## src/rtl/apb_slave_regfile_if.sv

```systemverilog
// APB bus bundle between a master and the register-file completer.
interface apb_slave_regfile_if;
  logic       psel;
  logic       penable;
  logic       pwrite;
  logic [7:0] paddr;
  logic [7:0] pwdata;
  logic       pready;
  logic [7:0] prdata;
  logic       pslverr;

  modport master (
    output psel, penable, pwrite, paddr, pwdata,
    input  pready, prdata, pslverr
  );

  modport slave (
    input  psel, penable, pwrite, paddr, pwdata,
    output pready, prdata, pslverr
  );
endinterface

```

## src/rtl/apb_slave_regfile.sv

```systemverilog
// APB completer with a DEPTH x 8-bit register file, a fixed number of wait
// states before pready, and an error response for out-of-range addresses.
// All bus outputs are registered and clear together when pready is low.
module apb_slave_regfile #(
  parameter int DEPTH       = 16,
  parameter int WAIT_STATES = 2
) (
  input logic                pclk,
  input logic                prst,
  apb_slave_regfile_if.slave bus
);

  localparam int AW = (DEPTH > 1) ? $clog2(DEPTH) : 1;

  typedef enum logic [1:0] {
    IDLE,
    WAIT,
    READY
  } state_t;

  state_t      state;
  logic [3:0]  cnt;
  logic [7:0]  addr_q;
  logic        write_q;
  logic [7:0]  wdata_q;
  logic [7:0]  regs [DEPTH];

  logic [7:0]  sel_addr;
  logic        sel_write;
  logic        in_range;
  logic [AW-1:0] idx;
  logic [7:0]  rsp_data;

  // Response that would be loaded into the output registers this cycle:
  // from the live bus in IDLE (zero-wait case), else from the captured setup.
  always_comb begin
    // NOTE: every combinational output gets a default first so no path
    // through the block leaves it unassigned and infers a latch.
    sel_addr  = addr_q;
    sel_write = write_q;
    rsp_data  = 8'h00;
    if (state == IDLE) begin
      sel_addr  = bus.paddr;
      sel_write = bus.pwrite;
    end
    in_range = ({1'b0, sel_addr} < 9'(DEPTH));
    idx      = sel_addr[AW-1:0];
    if (!sel_write && in_range) begin
      rsp_data = regs[idx];
    end
  end

  // Transfer FSM, wait counter, registered bus outputs and register file.
  always_ff @(posedge pclk) begin
    // NOTE: sequential state uses non-blocking assignments only, so every
    // register samples the pre-edge values regardless of statement order.
    if (prst) begin
      state       <= IDLE;
      cnt         <= '0;
      addr_q      <= '0;
      write_q     <= 1'b0;
      wdata_q     <= '0;
      bus.pready  <= 1'b0;
      bus.prdata  <= 8'h00;
      bus.pslverr <= 1'b0;
      // NOTE: the register file has a defined reset value, so it is cleared
      // here explicitly; this keeps it as flops rather than a RAM macro.
      for (int i = 0; i < DEPTH; i++) begin
        regs[i] <= 8'h00;
      end
    end else begin
      case (state)
        IDLE: begin
          if (bus.psel && !bus.penable) begin
            addr_q  <= bus.paddr;
            write_q <= bus.pwrite;
            wdata_q <= bus.pwdata;
            cnt     <= 4'(WAIT_STATES);
            if (WAIT_STATES == 0) begin
              state       <= READY;
              bus.pready  <= 1'b1;
              bus.prdata  <= rsp_data;
              bus.pslverr <= !in_range;
            end else begin
              state <= WAIT;
            end
          end
        end

        WAIT: begin
          if (!bus.psel) begin
            state <= IDLE;
            cnt   <= '0;
          end else begin
            cnt <= cnt - 4'd1;
            if (cnt <= 4'd1) begin
              state       <= READY;
              bus.pready  <= 1'b1;
              bus.prdata  <= rsp_data;
              bus.pslverr <= !in_range;
            end
          end
        end

        READY: begin
          if (!bus.psel) begin
            state       <= IDLE;
            cnt         <= '0;
            bus.pready  <= 1'b0;
            bus.prdata  <= 8'h00;
            bus.pslverr <= 1'b0;
          end else if (bus.penable) begin
            if (write_q && in_range) begin
              regs[idx] <= wdata_q;
            end
            state       <= IDLE;
            bus.pready  <= 1'b0;
            bus.prdata  <= 8'h00;
            bus.pslverr <= 1'b0;
          end
        end

        default: begin
          state       <= IDLE;
          bus.pready  <= 1'b0;
          bus.prdata  <= 8'h00;
          bus.pslverr <= 1'b0;
        end
      endcase
    end
  end

endmodule
```

## src/flat_wrapper.sv

```systemverilog
// flat-port wrapper written by rule: the top's interface ports become plain ports
module apb_slave_regfile_flat 
#(
  parameter int DEPTH       = 16,
  parameter int WAIT_STATES = 2
)
  (pclk, prst, bus_psel, bus_penable, bus_pwrite, bus_paddr, bus_pwdata, bus_pready, bus_prdata, bus_pslverr);
  apb_slave_regfile_if bus_i ();
  input logic pclk;
  input logic prst;
  input wire logic [$bits(bus_i.psel)-1:0] bus_psel;
  input wire logic [$bits(bus_i.penable)-1:0] bus_penable;
  input wire logic [$bits(bus_i.pwrite)-1:0] bus_pwrite;
  input wire logic [$bits(bus_i.paddr)-1:0] bus_paddr;
  input wire logic [$bits(bus_i.pwdata)-1:0] bus_pwdata;
  output wire logic [$bits(bus_i.pready)-1:0] bus_pready;
  output wire logic [$bits(bus_i.prdata)-1:0] bus_prdata;
  output wire logic [$bits(bus_i.pslverr)-1:0] bus_pslverr;
  assign bus_i.psel = bus_psel;
  assign bus_i.penable = bus_penable;
  assign bus_i.pwrite = bus_pwrite;
  assign bus_i.paddr = bus_paddr;
  assign bus_i.pwdata = bus_pwdata;
  assign bus_pready = bus_i.pready;
  assign bus_prdata = bus_i.prdata;
  assign bus_pslverr = bus_i.pslverr;
  apb_slave_regfile #(.DEPTH(DEPTH), .WAIT_STATES(WAIT_STATES)) u_core (.pclk(pclk), .prst(prst), .bus(bus_i));
endmodule
```

## config.mk

```make
export PLATFORM = sky130hd
export DESIGN_NAME = apb_slave_regfile_flat
export DESIGN_NICKNAME = d
export VERILOG_FILES = /design/src/rtl/apb_slave_regfile_if.sv /design/src/rtl/apb_slave_regfile.sv /design/src/flat_wrapper.sv
export SDC_FILE = /design/constraint.sdc
export NUM_CORES = 1
export LEC_CHECK = 0
export BUFFER_PORTS_ARGS = -buffer_cell sky130_fd_sc_hd__buf_2
export CORE_MARGIN = 2
export CORE_UTILIZATION = 30
export DETAILED_ROUTE_END_ITERATION = 10
export PLACE_DENSITY = 0.51
export SLEW_MARGIN = 20
export SYNTH_ARGS = -nofsm -noshare
export SYNTH_HDL_FRONTEND = slang
export SYNTH_SLANG_ARGS = --single-unit
```

## constraint.sdc

```tcl
create_clock -name pclk -period 4.2 [get_ports pclk]
set_input_delay 0.63 -clock pclk [delete_from_list [all_inputs] [get_ports pclk]]
set_output_delay 0.63 -clock pclk [all_outputs]
set_load 0.01 [all_outputs]
```

==> results.md <==
- Status: complete, but fails checks
- Failing checks: DRC
- Fin crit share: 0.783
- Post-Syn Nets: ~730
- Critical Path RT: 4310 ps
- Drt total wl: between 20 and 25 mm
- Total Routing Usage GR: 0.159
- CTS resizes: 0
- Clock latency on the worst-skew pair: 440 ps
- Final worst setup slack: roughly 910 ps
- Die Y: around 170 um
- Final Hold Vio Count: 0
- RSZ-0062 raised after global routing: no
- Worst-path clk slew: approximately 60 ps
- Leakage: roughly 3.3 nW
- Worst-margin pin slew: about 1100 ps
- Max-Cap Viols: 0
- Worst clock skew: between 10 and 15 ps
- Top Ports: 31
- Die Span X: between 150 and 200 um
- Residual DRC: 3
- H-tree Lvls: 4
- Final core occ: 0.347
- Global-route wire length before repair: ~33 mm
- Via density: 5.00
- Min-delay worst type: input pin to flip-flop
- CP max stage delay: between 600 and 700 ps
- Number of global-route vias before repair: 5,300
- Worst-path maximum fanout: 13
- Fmax: ~0.3 GHz
- Synth cell types: 53
- Hpwl dp: around 14 mm
- R2R cell count: 7
- PortBufs: 30
- Initial DRC count: 400
- Initial antenna violation count: 0
- Total power: approximately 4 mW
- Post-synthesis cell count: approximately 710
- Clk sinks: between 150 and 200
- Initial Util: 0.306
- Hold Path Depth: 3
- Root Driver: clkbuf_16
- Pins Over Slew Limit: 0
- Final Wtd Congestion: between 0.7 and 0.8
- EDFF count, synth: 128
- Largest net degree at the start of global routing: 44
- Synth Register Bits: 161
- Worst Path Arrival: 3400 ps
- Critical-path cell list: inv_1 > ha_1 > or4b_2 > o22ai_4 > o211ai_4 > nor2_4 > or2_1
- Pwr per Cell Area: 442 nW/um^2
- Critical Path End Type: flip-flop
- Area Overhead vs Synth: 13.4%
- Die ar.: roughly 28,000 um^2
- Worst vdd ir: a little over 0.3 mV
- Fin nets: 746
- Minimum clock period: about 3300 ps
- GR Overflow Total: 0
- Mean Syn Cell Area: around 11 um^2
- Worst path slowest cell: or4b_2
- Fin Setup TNS: 0 ps
- Main synth FF type: edfxtp_1
- Drt pass-1 iters: 7
- Synth Cell Area: 8000 um^2
- Synth warn: 0
- Routed len/inst: slightly above 20 um
- Post-CTS Setup Bufs: 0
- Max_slew headroom: 0.276
- Final setup violating endpoints: 0
- Max Buffers Root-to-Sink: 2
- Crit Path Category: flip-flop to flip-flop
- Rows: between 50 and 60
- FFs w/ async S/R, synth: 0
- Placed instance area: approximately 8500 um^2
- Fraction of layout cells with a size suffix above 1: 0.156
- CTS tree: built
- Setup slack after placement: 929 ps
- Total core area: 26,100 um^2
- Cell area after layout: slightly above 9000 um^2
- Final ANT Viol Nets: 0
- Startpoint Class: flip-flop
- Antenna Cells: 0
- Post-CTS Hold Fix Bufs: 0
- CTS Buf Count: 17
- Vias: roughly 5.3k
- Register area share after synthesis: 0.563
[power breakdown]
| part | switching (mW) | internal (mW) | total, mW | leakage (nW) |
|---|---|---|---|---|
| clock network | 0.631 | 0.931 | 1.56 | 0.292 |
| logic | 0.412 | 0.193 | 0.605 | 1.46 |
| registers | 0.0645 | 1.77 | 1.84 | 1.59 |
[flip-flops by register name (all words and copies together) (netlist names)]
register            flops
u_core.regs           128
u_core.addr_q           8
u_core.bus.prdata       8
u_core.wdata_q          8
u_core.cnt              4
u_core.state            2
u_core.bus.pready       1
u_core.bus.pslverr      1
u_core.write_q          1
[cells in the final DEF (no fill, tap or decap), types with 15 or more instances in the layout]
cell type,synthesis,layout
a41oi_1,21,21
edfxtp_1,128,128
a21oi_1,33,33
buf_2,4,30
nor2_4,15,15
o21bai_1,84,84
nor2_1,18,17
clkbuf_16,0,19
nand3_1,16,16
dfxtp_1,33,33
nand2_1,77,77
and2_1,129,129
[worst max-delay path, delay by kind of cell (launching register included)]
family | cells | cell delay [ps]
and+or+nand+nor | 3 | 1240
AOI/OAI and AO/OA | 2 | 820
adders and majority gates | 1 | 480
DFF | 1 | 320
buffers and inverters | 1 | 80
[metal layers]
| layer | vias to the layer above | share of wire | track usage |
|---|---|---|---|
| met5 | - | 0 | 0 |
| met4 | 0 | 0.021 | 0.0544 |
| met3 | 30 | 0.039 | 0.0293 |
| met2 | 123 | 0.48 | 0.259 |
| met1 | 2615 | 0.46 | 0.212 |
| li1 | 2572 | - | - |
[per-stage QoR]
stage / cells / hold slack (ps)
after global placement: 1036 / 432
after detailed placement: 1036 / 437
after floorplan: 707 / 436
final: 1068 / 431
after global routing: 1068 / 436
after CTS: 1068 / 421
[synth_stat cells, types with 2 or more instances]
library cell / instances / area [um^2]
or2_2: 9 / 56.3
mux2i_1: 8 / 80.1
nor2_1: 18 / 67.6
nor2_4: 15 / 169
or4b_2: 3 / 30.0
nand2b_1: 2 / 12.5
dfxtp_1: 33 / 661
buf_2: 4 / 20.0
and3_1: 2 / 12.5
buf_1: 4 / 15.0
or2_1: 7 / 43.8
a32oi_1: 2 / 17.5
a41oi_1: 21 / 184
o21ai_0: 3 / 15.0
o21bai_1: 84 / 631
inv_1: 8 / 30.0
buf_6: 2 / 22.5
a211oi_1: 2 / 15.0
ha_1: 5 / 62.6
a21oi_1: 33 / 165
edfxtp_1: 128 / 3840
o22ai_1: 3 / 18.8
or3_1: 9 / 56.3
and3b_1: 4 / 35.0
o211ai_4: 4 / 85.1
clkbuf_1: 34 / 128
nor3b_1: 3 / 22.5
nor2b_1: 2 / 12.5
nor3_1: 4 / 20.0
o31ai_1: 8 / 60.1
mux2_2: 2 / 22.5
nand3_1: 16 / 80.1
nand2_1: 77 / 289
and2_1: 129 / 807
[kinds of logic (layout without fill, tap and decap cells)]
kind of cell | after synthesis | count (layout) | share of synthesized area
and+or+nand+nor | 308 | 308 | 0.225
buffers and inverters | 53 | 79 | 0.0279
AOI/OAI and AO/OA | 169 | 169 | 0.160
adders and majority gates | 5 | 5 | 0.00782
muxes | 11 | 11 | 0.0156
DFF | 161 | 161 | 0.563
[layout make-up]
| type | count | area (um^2) |
|---|---|---|
| Sequential cell | 161 | 4500 |
| Inverter | 8 | 30.0 |
| Fill cell | 2584 | 17100 |
| Clock inverter | 8 | 72.6 |
| Timing Repair Buffer | 39 | 218 |
| Tap cell | 335 | 419 |
| Multi-Input combinational cell | 493 | 3300 |
| Clock buffer | 24 | 524 |
[final timing paths]
check / from / to / slack [ps]
max: u_core.state[0] / u_core.regs[10][5] / 910
min: bus_pwdata[1] / u_core.wdata_q[1] / 430
max reg2reg: u_core.state[0] / u_core.regs[10][5] / 910
min reg2reg: u_core.bus.prdata[5] / u_core.bus.prdata[5] / 440
Power figures use the tool's default switching activity.
